File: config.mk
export PLATFORM = sky130hd
export DESIGN_NAME = al_mode_ctrl
export DESIGN_NICKNAME = d
export VERILOG_FILES = /design/src/rtl/al_pkg.sv /design/src/rtl/bcd_mod_counter.sv /design/src/rtl/al_mode_ctrl.sv
export SDC_FILE = /design/constraint.sdc
export NUM_CORES = 1
export LEC_CHECK = 0
export ABC_AREA = 1
export CORE_UTILIZATION = 55
export CTS_BUF_LIST = sky130_fd_sc_hd__clkbuf_8
export CTS_CLUSTER_SIZE = 8
export DETAILED_ROUTE_END_ITERATION = 8
export HOLD_SLACK_MARGIN = 0.1
export PLACE_DENSITY = 0.73
export SYNTH_ARGS = -nofsm -noshare
export SYNTH_HDL_FRONTEND = slang
export SYNTH_HIERARCHICAL = 1
export SYNTH_SLANG_ARGS = --single-unit
File: constraint.sdc
create_clock -name mclk -period 9.4 [get_ports mclk]
set_input_delay 1.41 -clock mclk [delete_from_list [all_inputs] [get_ports mclk]]
set_output_delay 1.41 -clock mclk [all_outputs]
set_load 0.03 [all_outputs]
File: src/rtl/al_pkg.sv
// Shared types and constants for the alarm-clock mode/alarm sequencer.
// Fields are two-digit BCD; the display word packs hours then minutes.
package al_pkg;

  localparam int BCD_W    = 4;
  localparam int FIELD_W  = 2 * BCD_W;
  localparam int DISP_W   = 4 * BCD_W;
  localparam int HOUR_MAX = 23;
  localparam int MIN_MAX  = 59;

  typedef enum logic [2:0] {
    ST_RUN    = 3'd0,
    ST_SET_TH = 3'd1,
    ST_SET_TM = 3'd2,
    ST_SET_AH = 3'd3,
    ST_SET_AM = 3'd4
  } mode_e;

  typedef struct packed {
    logic [BCD_W-1:0] h_tens;
    logic [BCD_W-1:0] h_ones;
    logic [BCD_W-1:0] m_tens;
    logic [BCD_W-1:0] m_ones;
  } disp_t;

  localparam logic [3:0] BLINK_OFF = 4'b0000;
  localparam logic [3:0] BLINK_HRS = 4'b1100;
  localparam logic [3:0] BLINK_MIN = 4'b0011;

  function automatic logic [FIELD_W-1:0] to_bcd2(input int v);
    logic [BCD_W-1:0] t;
    logic [BCD_W-1:0] o;
    t = BCD_W'(v / 10);
    o = BCD_W'(v % 10);
    return {t, o};
  endfunction

endpackage

File: src/rtl/bcd_mod_counter.sv
// Two-digit BCD counter wrapping MAX_VAL -> 00; o_nxt is the value after this cycle.
// o_carry pulses combinationally on the increment that wraps.
module bcd_mod_counter
  import al_pkg::*;
#(
  parameter int MAX_VAL = MIN_MAX
) (
  input  logic               clk,
  input  logic               rst_n,
  input  logic               i_inc,
  input  logic               i_load,
  input  logic [FIELD_W-1:0] i_load_val,
  output logic [FIELD_W-1:0] o_val,
  output logic [FIELD_W-1:0] o_nxt,
  output logic               o_carry
);

  localparam logic [FIELD_W-1:0] MAX_BCD = to_bcd2(MAX_VAL);

  logic [FIELD_W-1:0] r_val;
  logic [FIELD_W-1:0] w_inc_val;
  logic [BCD_W-1:0]   w_tens;
  logic [BCD_W-1:0]   w_ones;
  logic               w_at_max;

  assign w_tens   = r_val[FIELD_W-1:BCD_W];
  assign w_ones   = r_val[BCD_W-1:0];
  assign w_at_max = (r_val == MAX_BCD);

  always_comb begin
    w_inc_val = r_val;
    if (w_at_max)
      w_inc_val = '0;
    else if (w_ones == 4'd9)
      w_inc_val = {w_tens + 4'd1, 4'd0};
    else
      w_inc_val = {w_tens, w_ones + 4'd1};
  end

  always_comb begin
    o_nxt = r_val;
    if (i_load)
      o_nxt = i_load_val;
    else if (i_inc)
      o_nxt = w_inc_val;
  end

  assign o_carry = i_inc & ~i_load & w_at_max;
  assign o_val   = r_val;

  always_ff @(posedge clk or negedge rst_n) begin
    if (!rst_n)
      r_val <= '0;
    else
      r_val <= o_nxt;
  end

endmodule

File: src/rtl/al_mode_ctrl.sv
// Alarm-clock mode FSM, HH:MM time/alarm registers, ring/snooze sequencing.
// Field updates land one cycle after a pulse; disp_word follows one cycle later.
module al_mode_ctrl
  import al_pkg::*;
#(
  parameter int RING_MINUTES   = 2,
  parameter int SNOOZE_MINUTES = 9
) (
  input  logic        mclk,
  input  logic        rst,
  input  logic        min_tick,
  input  logic        btn_mode,
  input  logic        btn_inc,
  input  logic        btn_alarm,
  output logic [15:0] disp_word,
  output logic [3:0]  blink_an,
  output logic        alarm_en,
  output logic        ringing,
  output logic [2:0]  mode
);

  localparam logic [3:0] RING_LOAD   = 4'(RING_MINUTES);
  localparam logic [3:0] SNOOZE_LOAD = 4'(SNOOZE_MINUTES);

  mode_e              r_mode;
  disp_t              r_disp;
  logic [3:0]         r_blink;
  logic               r_alarm_en;
  logic               r_ringing;
  logic [3:0]         r_ring_cnt;
  logic [3:0]         r_snz_cnt;

  logic [FIELD_W-1:0] w_th, w_tm, w_ah, w_am;
  logic [FIELD_W-1:0] w_th_nxt, w_tm_nxt, w_ah_nxt, w_am_nxt;
  logic               w_th_carry, w_tm_carry, w_ah_carry, w_am_carry;
  logic               w_inc_evt, w_tick_adv, w_enter_set, w_snoozing, w_match;
  logic               w_th_inc, w_tm_inc, w_ah_inc, w_am_inc;
  logic               w_unused;

  // Mode wins over a same-cycle increment.
  assign w_inc_evt   = btn_inc & ~btn_mode;
  assign w_tick_adv  = min_tick & (r_mode inside {ST_RUN, ST_SET_AH, ST_SET_AM});
  assign w_enter_set = btn_mode & (r_mode inside {ST_RUN, ST_SET_TH, ST_SET_TM, ST_SET_AH});
  assign w_snoozing  = (r_snz_cnt != 4'd0);

  // Minute carry only ripples from ticks; set-mode increments never carry.
  assign w_tm_inc = w_tick_adv | (w_inc_evt & (r_mode == ST_SET_TM));
  assign w_th_inc = (w_tick_adv & w_tm_carry) | (w_inc_evt & (r_mode == ST_SET_TH));
  assign w_ah_inc = w_inc_evt & (r_mode == ST_SET_AH);
  assign w_am_inc = w_inc_evt & (r_mode == ST_SET_AM);

  assign w_match = w_tick_adv & (r_mode == ST_RUN) & r_alarm_en &
                   ({w_th_nxt, w_tm_nxt} == {w_ah, w_am});

  assign w_unused = ^{w_th_carry, w_ah_carry, w_am_carry, w_ah_nxt, w_am_nxt};

  bcd_mod_counter #(.MAX_VAL(HOUR_MAX)) u_time_hr (
    .clk(mclk), .rst_n(rst), .i_inc(w_th_inc), .i_load(1'b0), .i_load_val('0),
    .o_val(w_th), .o_nxt(w_th_nxt), .o_carry(w_th_carry)
  );

  bcd_mod_counter #(.MAX_VAL(MIN_MAX)) u_time_min (
    .clk(mclk), .rst_n(rst), .i_inc(w_tm_inc), .i_load(1'b0), .i_load_val('0),
    .o_val(w_tm), .o_nxt(w_tm_nxt), .o_carry(w_tm_carry)
  );

  bcd_mod_counter #(.MAX_VAL(HOUR_MAX)) u_alarm_hr (
    .clk(mclk), .rst_n(rst), .i_inc(w_ah_inc), .i_load(1'b0), .i_load_val('0),
    .o_val(w_ah), .o_nxt(w_ah_nxt), .o_carry(w_ah_carry)
  );

  bcd_mod_counter #(.MAX_VAL(MIN_MAX)) u_alarm_min (
    .clk(mclk), .rst_n(rst), .i_inc(w_am_inc), .i_load(1'b0), .i_load_val('0),
    .o_val(w_am), .o_nxt(w_am_nxt), .o_carry(w_am_carry)
  );

  always_ff @(posedge mclk or negedge rst) begin
    if (!rst) begin
      r_mode     <= ST_RUN;
      r_blink    <= BLINK_OFF;
      r_disp     <= '0;
      r_alarm_en <= 1'b0;
      r_ringing  <= 1'b0;
      r_ring_cnt <= 4'd0;
      r_snz_cnt  <= 4'd0;
    end else begin
      r_disp <= (r_mode inside {ST_SET_AH, ST_SET_AM}) ? {w_ah, w_am} : {w_th, w_tm};

      case (r_mode)
        ST_RUN:    if (btn_mode) begin r_mode <= ST_SET_TH; r_blink <= BLINK_HRS; end
        ST_SET_TH: if (btn_mode) begin r_mode <= ST_SET_TM; r_blink <= BLINK_MIN; end
        ST_SET_TM: if (btn_mode) begin r_mode <= ST_SET_AH; r_blink <= BLINK_HRS; end
        ST_SET_AH: if (btn_mode) begin r_mode <= ST_SET_AM; r_blink <= BLINK_MIN; end
        ST_SET_AM: if (btn_mode) begin r_mode <= ST_RUN;    r_blink <= BLINK_OFF; end
        default: begin
          r_mode  <= ST_RUN;
          r_blink <= BLINK_OFF;
        end
      endcase

      // A toggle only happens with nothing ringing or snoozing, so disarming
      // never leaves ring/snooze state behind.
      if (btn_alarm && !r_ringing && !w_snoozing)
        r_alarm_en <= ~r_alarm_en;

      if (w_enter_set) begin
        r_ringing  <= 1'b0;
        r_ring_cnt <= 4'd0;
        r_snz_cnt  <= 4'd0;
      end else if (btn_alarm) begin
        if (r_ringing) begin
          r_ringing  <= 1'b0;
          r_ring_cnt <= 4'd0;
        end else if (w_snoozing) begin
          r_snz_cnt <= 4'd0;
        end
      end else if (w_inc_evt && r_ringing) begin
        r_ringing  <= 1'b0;
        r_ring_cnt <= 4'd0;
        r_snz_cnt  <= SNOOZE_LOAD;
      end else if (min_tick) begin
        if (r_ringing) begin
          if (r_ring_cnt <= 4'd1) begin
            r_ringing  <= 1'b0;
            r_ring_cnt <= 4'd0;
          end else begin
            r_ring_cnt <= r_ring_cnt - 4'd1;
          end
        end else if (w_snoozing) begin
          r_snz_cnt <= r_snz_cnt - 4'd1;
          if (r_snz_cnt == 4'd1) begin
            r_ringing  <= 1'b1;
            r_ring_cnt <= RING_LOAD;
          end
        end else if (w_match) begin
          r_ringing  <= 1'b1;
          r_ring_cnt <= RING_LOAD;
        end
      end
    end
  end

  assign disp_word = r_disp;
  assign blink_an  = r_blink;
  assign alarm_en  = r_alarm_en;
  assign ringing   = r_ringing;
  assign mode      = r_mode;

endmodule

==> metrics.md <==
| Metric | Value |
|---|---|
| Post-CTS Setup Bufs | 0 |
| Post-CTS sizing | 0 |
| Antenna diode count | 0 |
| Starting density of the core | 0.568 |
| Antenna viol nets, final | 0 |
| Area growth, synth to finish | 17.6% |
| Largest net degree at the start of global routing | 64 |
| Synth Warn # | 6 |
| CP Buf/Inv Count | 6 |
| Static Leak | about 2.5 nW |
| Crit path max-delay family | simple AND/OR/NAND/NOR gates |
| Worst Tran Pin Value | just over 1 ns |
| CTS tree | yes |
| Post-DR wirelength/cell | roughly 11 µm |
| F_max | 0.190 GHz |
| Initial antenna violation count | 0 |
| Number of global-route vias before repair | 3418 |
| Final period utilization | 0.560 |
| Overall global routing resource usage | 0.246 |
| Ports | 31 |
| # clock sinks | 63 |
| Final TNS setup | 0 ns |
| Slowest cell on crit path | o21ai_0 |
| Setup WS post-layout | roughly 4.1 ns |
| Largest stage delay, worst path | approximately 0.65 ns |
| H-tree Lvls | 3 |
| Worst Setup End Kind | flop |
| RSZ-0062 raised after global routing | no |
| Fill cell count | ~650 |
| Most frequent cells in the layout | 196 x nand2_1, 82 x inv_1, 63 x dfrtp_1 |
| Crit path max fanout | 9 |
| Die width | 88.3 µm |
| Row cnt | 31 |
| Clock Latency Late Sink | between 0.3 and 0.4 ns |
| Total gr overflow | 0 |
| Failing checks | design-rule violations |
| Synthesized instance count | 586 |
| Die area | 0.00780 mm² |
| Max-slew headroom | 0.315 |
| Syn Area/Cell | around 7.0 µm² |
| Setup violators final | 0 |
| Detailed-route vias per instance | 4.78 |
| Type of origin of the critical path | input pin |
| Port bufs | 30 |
| Dpl ws | ~3.8 ns |
| Max Slew Vio Count | 0 |
| CP arrival | 5.49 ns |
| Dpl hpwl | about 6500 µm |
| Most common cell after layout, fill and taps aside | nand2_1 |
| Deepest clock path buffer count | 2 |
| Skew final | between 0.008 and 0.009 ns |
| Worst-path clk slew | ~0.070 ns |
| Final wirelength | 8560 µm |
| Reg2Reg Setup Slack | 5.26 ns |
| Count of maximum capacitance violations | 0 |
| Root Buffer | clkbuf_8 |
| Cts bufs inserted | 9 |
| Setup Crit Path Kind | in -> reg |
| First-pass GRT wire length | 14800 µm |
| Die Height | about 88 µm |
| Crit-path most repeated cell | nand2_1 |
| Drt first pass iters | 6 |
| Hold Path Class | reg -> reg |
| Critical Path RT | 9.63 ns |
| DR DRC count | 2 |
| Number of hold buffers added after CTS | 0 |
| Via Count | 3663 |
| # nets final | 692 |
| P per Cell Area | about 220 mW/mm² |
| RePlAce Congestion | 0.845 |
| Status | finished, violations left |
| Core area | 0.00721 mm² |
| Hold Vio Cnt, Final | 0 |
| Fraction of layout cells with a size suffix above 1 | 0.0928 |
| Mapped Area | a little over 0.004 mm² |
| Detailed Route Iter0 Violations | 120 |
| Worst IR drop on VDD | 0.105 mV |
| Final Critical Period | about 5.3 ns |
## layout make-up
cell class              instances  area [µm²]  share of cell area
clock buffers                  11         151              0.0314
flip-flops and latches         63        1580               0.327
inverters                      96         360              0.0747
well taps                      99         124              0.0257
clock inverters                 3        20.0             0.00415
multi-input cells             464        2290               0.474
repair buffers                 31         303              0.0628
## worst register-to-register path: stages (launching register included)
cell     delay, ns
dfrtp_1       0.45
inv_2         0.10
nand3_1       0.10
o21ai_0       0.67
nand2_2       0.15
nor2_4        0.23
inv_2         0.08
nor4_2        0.13
inv_1         0.06
o22ai_1       0.43
nand2_1       0.16
inv_1         0.08
nand2_1       0.06
nor2_2        0.14
inv_2         0.04
nand2_1       0.08
o21ai_1       0.10
nand2_1       0.09
nand2_1       0.05
nor2_1        0.13
nand2_1       0.09
nor2_1        0.12
nand3_1       0.12
nand3_2       0.13
nand3_2       0.10
nand2_1       0.08
nand2_1       0.06
## registers in the layout, indices dropped and copies added, names as in the netlist
name and cells:
r_snz_cnt 4, blink_an 2, u_alarm_min/o_val 8, u_alarm_hr/o_val 8, u_time_hr/o_val 8, disp_word 16, mode 3, ringing 1
alarm_en 1, u_time_min/o_val 8, r_ring_cnt 4
## where the power goes
part           internal (W)  switching, W  total, W
logic              0.000174      0.000298  0.000472
registers          0.000337     0.0000508  0.000388
clock network      0.000107      0.000104  0.000210
## per-layer routing
| metal | track usage | share of wire | up-vias |
|---|---|---|---|
| li1 | - | - | 1925 |
| met1 | 0.315 | 0.46 | 1661 |
| met2 | 0.410 | 0.48 | 62 |
| met3 | 0.0410 | 0.033 | 15 |
| met4 | 0.109 | 0.020 | 0 |
| met5 | 0 | 0 | - |
## stage by stage
| step | hold slack, ns | power, W | cells | instance area (µm²) | util |
|---|---|---|---|---|---|
| detailed placement | 0.512 | 0.000865 | 753 | 4650 | 0.644 |
| floorplan | 0.464 | 0.000712 | 632 | 4270 | - |
| global placement | 0.497 | 0.000855 | 753 | 4650 | 0.644 |
| CTS | 0.529 | 0.00108 | 767 | 4820 | 0.668 |
| finish | 0.523 | 0.00107 | 767 | 4820 | 0.668 |
| global route | 0.546 | 0.00115 | 767 | 4820 | 0.668 |
## worst paths after layout
path,from,to,cells past startpoint
min in group asynchronous,rst,blink_an[2]$_DFFE_PN0P_,2
worst min-delay path,blink_an[1]$_DFFE_PN0P_,blink_an[1]$_DFFE_PN0P_,2
worst max register to register,mode[2]$_DFFE_PN0P_,r_ring_cnt[0]$_DFFE_PN0P_,26
worst max-delay path,btn_mode,r_ring_cnt[0]$_DFFE_PN0P_,27
max in group asynchronous,rst,u_alarm_min/o_val[1]$_DFF_PN0_,2
worst min register to register,blink_an[1]$_DFFE_PN0P_,blink_an[1]$_DFFE_PN0P_,2
Note: power is estimated with default switching activity, not from simulation.
